**config.mk**
```make
export PLATFORM = sky130hd
export DESIGN_NAME = dma_word_copy
export DESIGN_NICKNAME = d
export VERILOG_FILES = /design/src/rtl/dma_word_copy.sv
export SDC_FILE = /design/constraint.sdc
export NUM_CORES = 1
export LEC_CHECK = 0
export ABC_AREA = 1
export CAP_MARGIN = 20
export CORE_MARGIN = 10
export CORE_UTILIZATION = 54
export DETAILED_ROUTE_END_ITERATION = 6
export GPL_TIMING_DRIVEN = 0
export PLACE_DENSITY = 0.87
export SETUP_SLACK_MARGIN = 0.02
export SYNTH_ARGS = -nofsm -noshare
export SYNTH_HDL_FRONTEND = slang
export SYNTH_SLANG_ARGS = --single-unit
```
**constraint.sdc**
```tcl
create_clock -name clk -period 2.1 [get_ports clk]
set_clock_uncertainty 0.1 [all_clocks]
set_input_delay 0.42 -clock clk [delete_from_list [all_inputs] [get_ports clk]]
set_output_delay 0.42 -clock clk [all_outputs]
set_load 0.02 [all_outputs]
```
**src/rtl/dma_word_copy.sv**
```systemverilog
// Word-granular copy engine: read-then-write one 32-bit word at a time on the
// data-memory port, honouring clk_stall back-pressure with a per-access timeout.
module dma_word_copy #(
  parameter int ADDR_W  = 32,
  parameter int LEN_W   = 16,
  parameter int TIMEOUT = 255
) (
  input  logic              clk,
  input  logic              reset,
  input  logic              start,
  input  logic [ADDR_W-1:0] src_addr,
  input  logic [ADDR_W-1:0] dst_addr,
  input  logic [LEN_W-1:0]  len,
  output logic              busy,
  output logic              done,
  output logic              error,
  output logic [ADDR_W-1:0] mem_addr,
  output logic [31:0]       mem_wr_data,
  output logic              mem_memwrite,
  output logic              mem_memread,
  output logic [3:0]        mem_sign_mask,
  input  logic [31:0]       mem_read_data,
  input  logic              mem_clk_stall
);
  // state | meaning
  // IDLE  | waiting for start, memory port quiet
  // RD    | read request held on cur_src (first cycle is issue only)
  // WR    | write request held on cur_dst with captured word
  // FIN   | done pulse, busy drops on exit
  typedef enum logic [1:0] {S_IDLE, S_RD, S_WR, S_FIN} state_t;

  localparam int CNT_W = (TIMEOUT < 2) ? 1 : $clog2(TIMEOUT);
  localparam logic [CNT_W-1:0] STALL_LAST = CNT_W'(TIMEOUT - 1);

  state_t             state;
  logic [ADDR_W-1:0]  cur_src;
  logic [ADDR_W-1:0]  cur_dst;
  logic [LEN_W-1:0]   remaining;
  logic [CNT_W-1:0]   stall_cnt;
  logic               issue;

  assign mem_sign_mask = 4'b0111;

  always_ff @(posedge clk) begin
    if (reset) begin
      state        <= S_IDLE;
      busy         <= 1'b0;
      done         <= 1'b0;
      error        <= 1'b0;
      mem_memread  <= 1'b0;
      mem_memwrite <= 1'b0;
      mem_addr     <= '0;
      mem_wr_data  <= '0;
      cur_src      <= '0;
      cur_dst      <= '0;
      remaining    <= '0;
      stall_cnt    <= '0;
      issue        <= 1'b0;
    end else begin
      case (state)
        S_IDLE: begin
          if (start) begin
            cur_src   <= src_addr;
            cur_dst   <= dst_addr;
            remaining <= len;
            stall_cnt <= '0;
            error     <= 1'b0;
            busy      <= 1'b1;
            if (src_addr[1:0] != 2'b00 || dst_addr[1:0] != 2'b00) begin
              state <= S_FIN;
              done  <= 1'b1;
              error <= 1'b1;
            end else if (len == '0) begin
              state <= S_FIN;
              done  <= 1'b1;
            end else begin
              state       <= S_RD;
              issue       <= 1'b1;
              mem_memread <= 1'b1;
              mem_addr    <= src_addr;
            end
          end
        end

        S_RD: begin
          if (issue) begin
            issue <= 1'b0;
          end else if (!mem_clk_stall) begin
            state        <= S_WR;
            issue        <= 1'b1;
            stall_cnt    <= '0;
            mem_memread  <= 1'b0;
            mem_memwrite <= 1'b1;
            mem_addr     <= cur_dst;
            mem_wr_data  <= mem_read_data;
          end else if (stall_cnt == STALL_LAST) begin
            state       <= S_FIN;
            done        <= 1'b1;
            error       <= 1'b1;
            mem_memread <= 1'b0;
            mem_addr    <= '0;
          end else begin
            stall_cnt <= stall_cnt + 1'b1;
          end
        end

        S_WR: begin
          if (issue) begin
            issue <= 1'b0;
          end else if (!mem_clk_stall) begin
            cur_src      <= cur_src + ADDR_W'(4);
            cur_dst      <= cur_dst + ADDR_W'(4);
            remaining    <= remaining - 1'b1;
            stall_cnt    <= '0;
            mem_memwrite <= 1'b0;
            mem_wr_data  <= '0;
            if (remaining == LEN_W'(1)) begin
              state    <= S_FIN;
              done     <= 1'b1;
              mem_addr <= '0;
            end else begin
              state       <= S_RD;
              issue       <= 1'b1;
              mem_memread <= 1'b1;
              mem_addr    <= cur_src + ADDR_W'(4);
            end
          end else if (stall_cnt == STALL_LAST) begin
            state        <= S_FIN;
            done         <= 1'b1;
            error        <= 1'b1;
            mem_memwrite <= 1'b0;
            mem_addr     <= '0;
            mem_wr_data  <= '0;
          end else begin
            stall_cnt <= stall_cnt + 1'b1;
          end
        end

        S_FIN: begin
          done  <= 1'b0;
          busy  <= 1'b0;
          state <= S_IDLE;
        end

        default: state <= S_IDLE;
      endcase
    end
  end
endmodule

```
==> flow_summary_export.csv <==
group,metric,value,unit
synthesis,synthFlopType,"dfxtp_1",
power,power,18.3,mW
clocking,ctsLongestPathBuffers,2,
clocking,postCtsHoldBufs,0,
grt,grt_pass1_vias,11685,
place,hpwl,30000,µm
critical_path,critical_path_class,"register to register",
layout,nets,2072,
critical_path,critPathCaptureType,"register",
synthesis,synthArstFlopShare,0,
grt,gr-total-overflow,0,
die,die_width,158,µm
clocking,htreeDepth,4,
drt,wl,39200,µm
sta,min_period_over_period,0.966,
synthesis,synth.distinct_cells,46,
drt,vias_per_cell,5.65,
critical_path,critPathLaunchType,"register",
sta,worstMarginPinSlew,0.691,ns
grt,track_usage,0.304,
layout,final_cell_mix,"nand2_1 (577), a21oi_1 (219), nor2_1 (217)",
sta,drv_slew,0,
run_status,violations,"design-rule violations",
critical_path,cp.arrival,2.30,ns
job,drv_cap,0,
die,die-area,24900,µm²
power,cellPowerDensity,1380,nW/µm²
die,die_h,158,µm
synthesis,ys_ff_latch,160,
drt,drt-wirelength-per-cell,17.9,µm
die,start_util,0.549,
critical_path,path_buf_inv,3,
layout,stdcell_count,2192,
layout,finish.utilization,0.706,
sta,max_freq,493,MHz
clocking,clk_pin_slew,0.07,ns
clocking,cts_buffers,17,
clocking,insertion_delay,0.44,ns
sta,setup_violations,0,
grt,antenna_found_initial,0,
drt,drc_errors,1,
die,boundaryPins,189,
drt,dr.pass1.iters,7,
drt,drtAntennaViolNets,0,
sta,relSlewSlack,0.539,
synthesis,syn_area,10300,µm²
layout,area_delta_synth_final,28.8,%
run_status,status,"finished with violations",
critical_path,crit_slowest_cell,"ha_1",
critical_path,critical_path.top_delay_family,"buffers and inverters",
power,peakVddDrop,0.770,mV
place,dp_cells,2154,
critical_path,cp_cell_sequence,"inv_1 > ha_1 > clkinvlp_4 > clkbuf_1 > a21oi_1 > nand2_1 > a21oi_1",
layout,diodes,0,
clocking,cts_sinks,160,
sta,hold_viol,0,
place,gp_congestion,1.01,
clocking,cts_tree,"done",
layout,final_common_cell,"nand2_1",
die,core_region_area,18700,µm²
critical_path,max_stage_delay,0.37,ns
sta,finalSetupTns,0,ns
hold_path,min_path_type,"register to register",
sta,rsz0062_at_grt,"true",
synthesis,syn_area_per_cell,5.91,µm²
sta,min_period,2.03,ns
synthesis,yosysWarnings,0,
critical_path,critPathMaxFanout,10,
drt,num_vias,12392,
grt,grt_first_pass_wirelength,59900,µm
synthesis,synth_edf_count,0,
power,p_leak,5.43,nW
critical_path,cp.required,2.37,ns
place,numPortBuffers,183,
die,rows,50,
drt,drt_iter0_drc,1331,
layout,drive_gt1_frac,0.0873,
synthesis,ys_seq_area_frac,0.312,
clocking,clockRootBuffer,"clkbuf_16",
synthesis,syn-instance-count,1735,
grt,grt_max_degree,17,
critical_path,cp_common_cell,"a21oi_1",
## tightest hold or removal path, cell delays in order (launching register included)
cell and delay [ns]:
dfxtp_1 0.31, nand2_1 0.06, a21oi_1 0.05
## timing repair
action                     in CTS  in global routing
setup endpoints to repair      87                148
hold endpoints to repair        0                  0
gates resized for setup        27                 69
gates cloned                    0                  1
buffers inserted                1                  5
pin swaps                       1                  9
## stage by stage
step	area, µm²	hold WS (ns)	worst slack (ns)
floorplan	10300	0.348	0.275
global placement	12400	0.347	-0.436
detailed placement	12400	0.353	-0.466
CTS	13000	0.364	0.0211
global route	13200	0.384	-0.0406
finish	13200	0.364	0.0707
## final cells by class
cell class,count,area (µm²)
clock inverter,13,101
multi-input combinational,1320,6100
tap,234,293
clock buffer,18,439
sequential,160,3210
fill,1653,5490
timing repair buffer,190,1880
inverter,165,631
buffer,92,559
## routing by layer
layer | track usage | up-vias | part of all wire
met3 | 0.0820 | 147 | 0.11
li1 | - | 5938 | -
met2 | 0.494 | 725 | 0.46
met5 | 0 | - | 0
met4 | 0.164 | 0 | 0.055
met1 | 0.357 | 5582 | 0.38
## final timing paths
check	start	endpoint	slack, ns	cells past startpoint
worst max register to register	state[1]	mem_addr[28]	0.07	7
worst min-delay path	mem_wr_data[31]	mem_wr_data[31]	0.36	2
worst max-delay path	state[1]	mem_addr[28]	0.07	7
worst min register to register	mem_wr_data[31]	mem_wr_data[31]	0.36	2
## synthesized netlist by cell type, types with 3 or more instances
master / instances / area, µm²
nand2_1: 579 / 2170
a21oi_1: 225 / 1130
nor2_1: 221 / 830
dfxtp_1: 160 / 3200
inv_1: 152 / 571
nand3_1: 80 / 400
o21ai_0: 72 / 360
clkbuf_1: 47 / 176
buf_2: 29 / 145
nand4_1: 14 / 87.6
nor2_2: 14 / 87.6
buf_4: 12 / 90.1
xor2_1: 11 / 96.3
ha_1: 10 / 125
o21ai_1: 10 / 50.1
a31oi_1: 9 / 56.3
inv_2: 9 / 33.8
nand3b_1: 9 / 67.6
nor3_1: 9 / 45.0
nor2_4: 7 / 78.8
a211oi_1: 6 / 45.0
a221oi_2: 4 / 60.1
buf_1: 3 / 11.3
clkinv_1: 3 / 11.3
nand2_2: 3 / 18.8
nor3_2: 3 / 30.0
o211ai_1: 3 / 22.5
o22ai_1: 3 / 18.8
o31ai_1: 3 / 22.5
## logic make-up after synthesis
family          count (synthesis)  synth area share
simple gates                  948             0.379
other cells                     2          0.000732
xor+xnor                       13            0.0111
fa+ha+maj                      10            0.0122
buf+inv                       257             0.103
compound gates                345             0.182
flops                         160             0.312
## sequential cells by signal, indices dropped and copies added, names as in the netlist
register	count
cur_dst	32
cur_src	32
mem_addr	32
mem_wr_data	32
remaining	16
stall_cnt	8
state	2
busy	1
done	1
error	1
issue	1
mem_memread	1
mem_memwrite	1
## report_power, final
| part | internal [mW] | leakage, nW | switching, mW | total, mW |
|---|---|---|---|---|
| sequential | 4.01 | 1.32 | 1.10 | 5.11 |
| clock | 1.56 | 0.262 | 1.42 | 2.98 |
| combinational | 3.64 | 3.85 | 6.54 | 10.2 |
Note: power is estimated with default switching activity, not from simulation.
